$ cat src/rtl/mastermind_scorer_if.sv
// Handshake and result bundle between the mastermind game controller and its scoring engine.
interface mastermind_scorer_if #(
  parameter int PEG_W = 3
) ();
  logic               start;
  logic               new_game;
  logic [4*PEG_W-1:0] code;
  logic [4*PEG_W-1:0] guess;
  logic               busy;
  logic               done;
  logic [2:0]         red;
  logic [2:0]         white;
  logic [3:0]         guess_num;
  logic               win;
  logic               lose;

  modport master (
    output start, new_game, code, guess,
    input  busy, done, red, white, guess_num, win, lose
  );

  modport slave (
    input  start, new_game, code, guess,
    output busy, done, red, white, guess_num, win, lose
  );
endinterface

$ cat src/rtl/mastermind_scorer.sv
// Multi-cycle mastermind scorer: red pass, white pass over unused pegs, then result and win/lose update.
module mastermind_scorer #(
  parameter int PEG_W       = 3,
  parameter int MAX_GUESSES = 8
) (
  input  logic                 clk,
  input  logic                 reset,
  mastermind_scorer_if.slave   bus
);

  typedef enum logic [1:0] {IDLE, RED, WHITE, FINISH} state_e;

  localparam logic [3:0] MAX_G = 4'(MAX_GUESSES);

  state_e             state_q;
  logic [4*PEG_W-1:0] code_q, guess_q;
  logic [2:0]         red_cnt_q, white_cnt_q, red_q, white_q;
  logic [3:0]         code_used_q, guess_used_q, guess_num_q;
  logic [1:0]         idx_q;
  logic [3:0]         pair_q;
  logic               busy_q, done_q, win_q, lose_q;

  logic [3:0]         guess_num_d;
  logic [1:0]         g_idx, c_idx;
  logic               red_hit, white_hit, game_over;

  function automatic logic [PEG_W-1:0] peg(input logic [4*PEG_W-1:0] v, input logic [1:0] i);
    return v[PEG_W*i +: PEG_W];
  endfunction

  // The white pass walks guess peg g (outer) against code peg c (inner).
  assign g_idx       = pair_q[3:2];
  assign c_idx       = pair_q[1:0];
  assign red_hit     = peg(code_q, idx_q) == peg(guess_q, idx_q);
  assign white_hit   = !guess_used_q[g_idx] && !code_used_q[c_idx]
                       && (peg(guess_q, g_idx) == peg(code_q, c_idx));
  assign guess_num_d = guess_num_q + 4'd1;
  assign game_over   = win_q | lose_q;

  always_ff @(posedge clk or posedge reset) begin
    if (reset) begin
      state_q      <= IDLE;
      code_q       <= '0;
      guess_q      <= '0;
      red_cnt_q    <= '0;
      white_cnt_q  <= '0;
      red_q        <= '0;
      white_q      <= '0;
      code_used_q  <= '0;
      guess_used_q <= '0;
      guess_num_q  <= '0;
      idx_q        <= '0;
      pair_q       <= '0;
      busy_q       <= 1'b0;
      done_q       <= 1'b0;
      win_q        <= 1'b0;
      lose_q       <= 1'b0;
    end else begin
      done_q <= 1'b0;
      if (bus.new_game) begin
        state_q     <= IDLE;
        busy_q      <= 1'b0;
        red_q       <= '0;
        white_q     <= '0;
        guess_num_q <= '0;
        win_q       <= 1'b0;
        lose_q      <= 1'b0;
      end else begin
        case (state_q)
          IDLE: begin
            if (bus.start && !game_over) begin
              code_q       <= bus.code;
              guess_q      <= bus.guess;
              red_cnt_q    <= '0;
              white_cnt_q  <= '0;
              code_used_q  <= '0;
              guess_used_q <= '0;
              idx_q        <= '0;
              pair_q       <= '0;
              busy_q       <= 1'b1;
              state_q      <= RED;
            end
          end
          RED: begin
            if (red_hit) begin
              red_cnt_q           <= red_cnt_q + 3'd1;
              code_used_q[idx_q]  <= 1'b1;
              guess_used_q[idx_q] <= 1'b1;
            end
            idx_q <= idx_q + 2'd1;
            if (idx_q == 2'd3) begin
              pair_q  <= '0;
              state_q <= WHITE;
            end
          end
          WHITE: begin
            // Marking guess peg g used stops it from matching a second code peg.
            if (white_hit) begin
              white_cnt_q         <= white_cnt_q + 3'd1;
              guess_used_q[g_idx] <= 1'b1;
              code_used_q[c_idx]  <= 1'b1;
            end
            pair_q <= pair_q + 4'd1;
            if (pair_q == 4'd15) state_q <= FINISH;
          end
          FINISH: begin
            red_q       <= red_cnt_q;
            white_q     <= white_cnt_q;
            guess_num_q <= guess_num_d;
            win_q       <= red_cnt_q == 3'd4;
            lose_q      <= (red_cnt_q != 3'd4) && (guess_num_d == MAX_G);
            done_q      <= 1'b1;
            busy_q      <= 1'b0;
            state_q     <= IDLE;
          end
          default: state_q <= IDLE;
        endcase
      end
    end
  end

  assign bus.busy      = busy_q;
  assign bus.done      = done_q;
  assign bus.red       = red_q;
  assign bus.white     = white_q;
  assign bus.guess_num = guess_num_q;
  assign bus.win       = win_q;
  assign bus.lose      = lose_q;

endmodule
$ cat src/flat_wrapper.sv
// flat-port wrapper written by rule: the top's interface ports become plain ports
module mastermind_scorer_flat 
#(
  parameter int PEG_W       = 3,
  parameter int MAX_GUESSES = 8
)
  (clk, reset, bus_start, bus_new_game, bus_code, bus_guess, bus_busy, bus_done, bus_red, bus_white, bus_guess_num, bus_win, bus_lose);
  mastermind_scorer_if #(.PEG_W(PEG_W)) bus_i ();
  input  logic clk;
  input  logic reset;
  input wire logic [$bits(bus_i.start)-1:0] bus_start;
  input wire logic [$bits(bus_i.new_game)-1:0] bus_new_game;
  input wire logic [$bits(bus_i.code)-1:0] bus_code;
  input wire logic [$bits(bus_i.guess)-1:0] bus_guess;
  output wire logic [$bits(bus_i.busy)-1:0] bus_busy;
  output wire logic [$bits(bus_i.done)-1:0] bus_done;
  output wire logic [$bits(bus_i.red)-1:0] bus_red;
  output wire logic [$bits(bus_i.white)-1:0] bus_white;
  output wire logic [$bits(bus_i.guess_num)-1:0] bus_guess_num;
  output wire logic [$bits(bus_i.win)-1:0] bus_win;
  output wire logic [$bits(bus_i.lose)-1:0] bus_lose;
  assign bus_i.start = bus_start;
  assign bus_i.new_game = bus_new_game;
  assign bus_i.code = bus_code;
  assign bus_i.guess = bus_guess;
  assign bus_busy = bus_i.busy;
  assign bus_done = bus_i.done;
  assign bus_red = bus_i.red;
  assign bus_white = bus_i.white;
  assign bus_guess_num = bus_i.guess_num;
  assign bus_win = bus_i.win;
  assign bus_lose = bus_i.lose;
  mastermind_scorer #(.PEG_W(PEG_W), .MAX_GUESSES(MAX_GUESSES)) u_core (.clk(clk), .reset(reset), .bus(bus_i));
endmodule
$ cat config.mk
export PLATFORM = sky130hd
export DESIGN_NAME = mastermind_scorer_flat
export DESIGN_NICKNAME = d
export VERILOG_FILES = /design/src/rtl/mastermind_scorer_if.sv /design/src/rtl/mastermind_scorer.sv /design/src/flat_wrapper.sv
export SDC_FILE = /design/constraint.sdc
export NUM_CORES = 1
export LEC_CHECK = 0
export CORE_UTILIZATION = 51
export DETAILED_ROUTE_END_ITERATION = 10
export HOLD_SLACK_MARGIN = 0.02
export PLACE_DENSITY = 0.86
export SLEW_MARGIN = 0
export SYNTH_ARGS = -nofsm -noshare
export SYNTH_HDL_FRONTEND = slang
export SYNTH_SLANG_ARGS = --single-unit
$ cat constraint.sdc
create_clock -name clk -period 2.1 [get_ports clk]
set_clock_uncertainty 0.15 [all_clocks]
set_input_delay 0.42 -clock clk [delete_from_list [all_inputs] [get_ports clk]]
set_output_delay 0.42 -clock clk [all_outputs]
set_load 0.01 [all_outputs]
# Word level (Yosys, flattened, before mapping)
# Index checks and enable logic that the tools add are counted.
# totals
input_bits	28
out_inout_bits	14
elab_cells	127
register_bits	60
# op_classes
n_reduce_logical	24
bitwise_logic	6
n_addsub	5
mul	3
mux	46
order_cmp	6
eq_ne	17
shift	4
# op_table
cell	count
$shiftx 12x5->3	4
$pmux 4 s3	3
$mux 4	8
$mux 3	7
$or 4x4->4	4
$mux 1	13
$mul 2x2->4 const A	3
$pmux 3 s2	2
$reduce_and 4->1	3
$mux 2	5
$lt 2x3->1 const B	3
$ne 3x2->1 const B	3
$reduce_and 3->1	3
$add 4x1->4 const B	2
$eq 4x4->1 const B	2
$ne 2x1->1 const B	4
$pmux 2 s4	1
$logic_and 1x1->1	7
$add 3x1->3 const B	2
$demux 1 s2	3
$eq 2x2->1 const B	3
$eq 3x3->1	2
$ge 2x1->1 const B	3
$reduce_bool 2->1	3
14 further kinds	18

# Logic depth before layout (Yosys ltp)
# depth
word_depth	7
depth_mapped	8
mapped_depth_nobuf	7

# Worst setup path after synthesis
# Ideal clock, no wire load.
# synth_path
path_type	register -> register
startpoint	reg u_core.pair_q[0]
endpoint	reg u_core.guess_used_q[0]
stages_incl_launch_ff	9
t_arrival_ns	1.797
path_buffers	3
required_ns	1.877
setup_time_ns	0.073
setup_slack_ns	0.080
synth_period_minus_slack_ns	2.020
path_cell_list	dfrtp_1 -> buf_6 -> mux4_2 -> xnor2_1 -> and4_1 -> buf_6 -> buf_12 -> nand4_2 -> a21oi_2
# synth_via
elab_chain_cells	7
elab_cells_between_ends	10
classes_between	mul: 1; eq/ne: 2; shift: 1; mux: 2; reduce/logical: 4
# synth_lines
element	line	rtl
from (decl)	mastermind_scorer.sv:20	logic [3:0] pair_q;
from (signal assigned)	mastermind_scorer.sv:103	pair_q <= pair_q + 4'd1;
branches (longest 4 deep; another with $mul 2x2->4)	--	
$logic_and 1x1->1 (*)	mastermind_scorer.sv:36	&& (peg(guess_q, g_idx) == peg(code_q, c_idx));
$ne 2x1->1 (no line) (*)	--	
$reduce_and 5->1 (no line) (*)	--	
to (signal assigned)	mastermind_scorer.sv:50	guess_used_q <= '0;
to (signal assigned)	mastermind_scorer.sv:77	guess_used_q <= '0;
to (signal, indexed assignment)	mastermind_scorer.sv:88	guess_used_q[idx_q] <= 1'b1;
to (decl)	mastermind_scorer.sv:18	logic [3:0] code_used_q, guess_used_q, guess_num_q;
# Mark *: on every way between the ends. The select of a mux whose other input is x is not followed.
# A chain may end at the register's enable or synchronous reset.

# Final worst setup path
# layout_path
startpoint	reg u_core.pair_q[2]
endpoint	reg u_core.code_used_q[1]
# layout_via
elab_chain_cells	7
elab_cells_between_ends	10
classes_between	mul: 1; eq/ne: 2; shift: 1; mux: 2; reduce/logical: 4
# layout_lines
element	line	rtl
branches (longest 4 deep; another with $mul 2x2->4)	--	
$logic_and 1x1->1 (*)	mastermind_scorer.sv:36	
$ne 2x1->1 (no line) (*)	--	
$reduce_and 5->1 (no line) (*)	--	
to (signal assigned)	mastermind_scorer.sv:49	code_used_q <= '0;
to (signal assigned)	mastermind_scorer.sv:76	code_used_q <= '0;
to (signal, indexed assignment)	mastermind_scorer.sv:87	code_used_q[idx_q] <= 1'b1;
to (decl)	mastermind_scorer.sv:18	
# Marks and branches as above.

==> summary.log <==
INFO  outcome        violations_in_the_final_reports=negative setup slack
INFO  detailed_routing drt-total-wl=8.47mm
INFO  final_layout   seq_area=1500um^2
INFO  synthesis      synthFlopType=dfrtp_1
INFO  power_and_ir_drop switching_share=0.401
INFO  final_layout   drive_gt1_frac=0.232
INFO  job            timing.max_cap.violations=0
INFO  critical_path  worst_r2r_startpoint=u_core.pair_q[2]$_DFFE_PP0P_
INFO  clocking       clk_root_buffer_cell=clkbuf_8
INFO  floorplan      total_die_area=7230um^2
INFO  critical_path  gate_family_responsible_for_the_most_delay_along_the_worst_path=multiplexers
INFO  power_and_ir_drop comb_power_share=0.494
INFO  timing         final_hold_viol_count=0
INFO  timing         final_critical_path_setup_slack=-0.0744ns
INFO  synthesis      synth_edf_count=0
INFO  floorplan      die-width=85.0um
INFO  synthesis      syn_area=3520um^2
INFO  min_path       min_path_type=primary input to async pin
INFO  timing         slew_headroom=0.772
INFO  detailed_routing via_count=2986
INFO  critical_path  setup.worst_path.start_class=flop
INFO  final_layout   fill_cells=468
INFO  placed_design  dp_hpwl=5.91mm
INFO  critical_path  critical-path-slowest-cell=mux4_2
INFO  timing         tmin_final=2.17ns
INFO  critical_path  critical-path-max-stage-delay=0.57ns
INFO  final_layout   layout_common_cells=nand2_1, dfrtp_1, clkdlybuf4s50_1, buf_4, nor2_1
INFO  critical_path  worst_ep_required_time=2.18ns
INFO  synthesis      number_of_distinct_library_cell_variants_in_the_gate_level_netlist_after_synthesis=46
INFO  clocking       ctsHoldBuffers=0
INFO  detailed_routing route.detailed.drc=0
INFO  floorplan      boundaryPins=42
INFO  detailed_routing routed_via_density=5.68
INFO  final_layout   area_of_the_multi_input_gates=1910um^2
INFO  clocking       cts_tree=built
INFO  global_route   grt_pass1_vias=3111
INFO  synthesis      synthesis.nets=416
INFO  synthesis      async_flop_share=1.00
INFO  timing         final_max_tran_viols=0
INFO  critical_path  worstRegToRegCells=6
INFO  synthesis      syn_area_per_cell=9.50um^2
INFO  critical_path  cp.arrival=2.26ns
INFO  timing         hold_slack=0.295ns
INFO  global_route   overall_fraction_of_global_route_tracks_in_use=0.257
INFO  critical_path  cell_by_cell_listing_of_the_critical_path=mux4_2 > xnor2_2 > a41oi_2 > and4b_1 > buf_12 > a21oi_2
INFO  synthesis      postSynthRegisterBits=60
INFO  clocking       cts_inserted_buffers=9
INFO  synthesis      synth_sequential_area_ratio=0.427
INFO  critical_path  endpoint_kind=flop
INFO  final_layout   diodes=0
INFO  floorplan      num_rows=29
INFO  detailed_routing wire_per_inst=16.1um
INFO  global_route   antenna_found_initial=0
INFO  final_layout   nNetsFinal=491
INFO  power_and_ir_drop power.internal=3340uW
INFO  synthesis      ys_warn_count=0
INFO  clocking       clock_latency_reported_for_the_late_side_of_the_worst_skew_pair=0.34ns
INFO  critical_path  crit_path_max_fanout=8
INFO  power_and_ir_drop finalPower=5570uW
INFO  power_and_ir_drop switching_power=2230uW
INFO  timing         tightestPinTransition=0.341ns
INFO  detailed_routing detail_route.iter0.violations=189
INFO  clocking       worst_setup_hold_path_clk_slew=0.06ns
INFO  global_route   grt_remaining_overflow=0
INFO  synthesis      syn_inst=370
INFO  outcome        status=complete, but fails checks
INFO  floorplan      initial_utilization=0.541
INFO  critical_path  path_depth=6
INFO  placed_design  io_buffer_count=41
INFO  global_route   grt_start_max_net_pins=61
INFO  power_and_ir_drop power_per_cell_area=1230nW/um^2
INFO  clocking       cts.sinks=60
INFO  power_and_ir_drop vdd_drop_max=0.000800V
INFO  critical_path  launch_point_of_the_critical_path=u_core.pair_q[2]$_DFFE_PP0P_
INFO  timing         post-route-period-util=1.04
INFO  global_route   grt_pass1_wl=14.4mm
INFO  timing         timing.fmax=0.460GHz
INFO  detailed_routing drt_first_pass_iters=4
INFO  clocking       clock_path_buffers=2
INFO  floorplan      die_h=85.0um
INFO  timing         finalSetupViolations=11
INFO  final_layout   syn_to_final_growth=29.2%
INFO  critical_path  timing.critical_path.buf_inv=1
INFO  floorplan      core-area=6490um^2
INFO  power_and_ir_drop p_leak=0.00205uW
INFO  power_and_ir_drop sequential_cell_fraction_of_total_power=0.340
INFO  timing         grt_setup_unrepaired=yes
INFO  power_and_ir_drop share_clk_of_total_power=0.166
INFO  final_layout   most_common_cell_after_layout_fill_and_taps_aside=nand2_1
INFO  detailed_routing route.antenna.remaining_nets=0
INFO  critical_path  criticalPathCategory=flop to flop
INFO  clocking       cts_max_level=3
INFO  placed_design  gp_congestion=0.864
worst register-to-register path: stages (launching register included):
cell and delay (ns):
dfrtp_2 0.48, mux4_2 0.57, xnor2_2 0.20, a41oi_2 0.14
and4b_1 0.32, buf_12 0.15, a21oi_2 0.04
cell type report:
cell class | instances | area share
Tap cell | 77 | 0.0212
Clock inverter | 2 | 0.00220
Timing Repair Buffer | 86 | 0.178
Clock buffer | 13 | 0.0350
Multi-Input combinational cell | 275 | 0.421
Inverter | 13 | 0.0107
Sequential cell | 60 | 0.331
final timing paths:
path,end,slack (ns)
max,u_core.code_used_q[1]$_DFFE_PP0P_,-0.07
min,u_core.guess_q[5]$_DFFE_PP0P_,0.30
max reg2reg,u_core.code_used_q[1]$_DFFE_PP0P_,-0.07
min reg2reg,u_core.bus.white[1]$_DFFE_PP0N_,0.38
max in group asynchronous,u_core.pair_q[0]$_DFFE_PP0P_,1.22
min in group clk,u_core.bus.white[1]$_DFFE_PP0N_,0.38
cells by family after synthesis:
| group | count (synthesis) | synth area share |
|---|---|---|
| fa+ha+maj | 18 | 0.0641 |
| flops | 60 | 0.427 |
| buf+inv | 35 | 0.0545 |
| mux | 19 | 0.0858 |
| compound gates | 50 | 0.0947 |
| xor+xnor | 18 | 0.0448 |
| simple gates | 170 | 0.229 |
cell usage after synthesis (6+ instances only):
master	count	area share
nand2_1	95	0.10
dfrtp_1	60	0.43
nor2_1	29	0.031
ha_1	18	0.064
xnor2_1	16	0.040
a21oi_1	15	0.021
inv_1	13	0.014
nand4_1	12	0.021
clkbuf_1	11	0.012
mux2i_1	11	0.031
a31oi_1	9	0.016
a21oi_2	8	0.020
nand3_1	7	0.010
nand4_2	7	0.025
nand2b_1	6	0.011
flip-flops by register name (all words and copies together), names as in the netlist:
signal and flops:
u_core.bus.busy 1, u_core.bus.done 1, u_core.bus.guess_num 4, u_core.bus.lose 1
u_core.bus.red 3, u_core.bus.white 3, u_core.bus.win 1, u_core.code_q 12
u_core.code_used_q 4, u_core.guess_q 12, u_core.guess_used_q 4, u_core.idx_q 2
u_core.pair_q 4, u_core.red_cnt_q 3, u_core.state_q 2, u_core.white_cnt_q 3
metal layers:
metal | GRT usage | wire, um
met1 | 0.312 | 3470
met2 | 0.440 | 4330
met3 | 0.0661 | 382
met4 | 0.100 | 284
met5 | 0 | 0
power groups by stage:
stage / Sequential (uW) / Clock [uW] / Combinational [uW]
finish: 1900 / 923 / 2750
global route: 1940 / 996 / 3000
CTS: 1890 / 945 / 2690
detailed placement: 1900 / 0 / 2530
global placement: 1870 / 0 / 2380
floorplan: 1820 / 0 / 1700
through the flow:
step	instance area [um^2]	setup WS [ns]	util	setup TNS, ns	instances
6_report	4540	-0.0744	0.699	-0.592	526
3_3_place_gp	4250	-0.404	0.655	-6.47	509
4_1_cts	4480	-0.0491	0.690	-0.392	525
3_5_place_dp	4250	-0.515	0.655	-7.61	509
5_1_grt	4540	-0.126	0.699	-1.20	526
2_1_floorplan	3520	0.0453	-	0	370
repair_timing:
action,CTS,global route
setup buffers,1,1
gates cloned,0,0
resized for setup,16,13
pin swaps,2,1
setup endpoints to repair,16,17
Power figures use the tool's default switching activity.
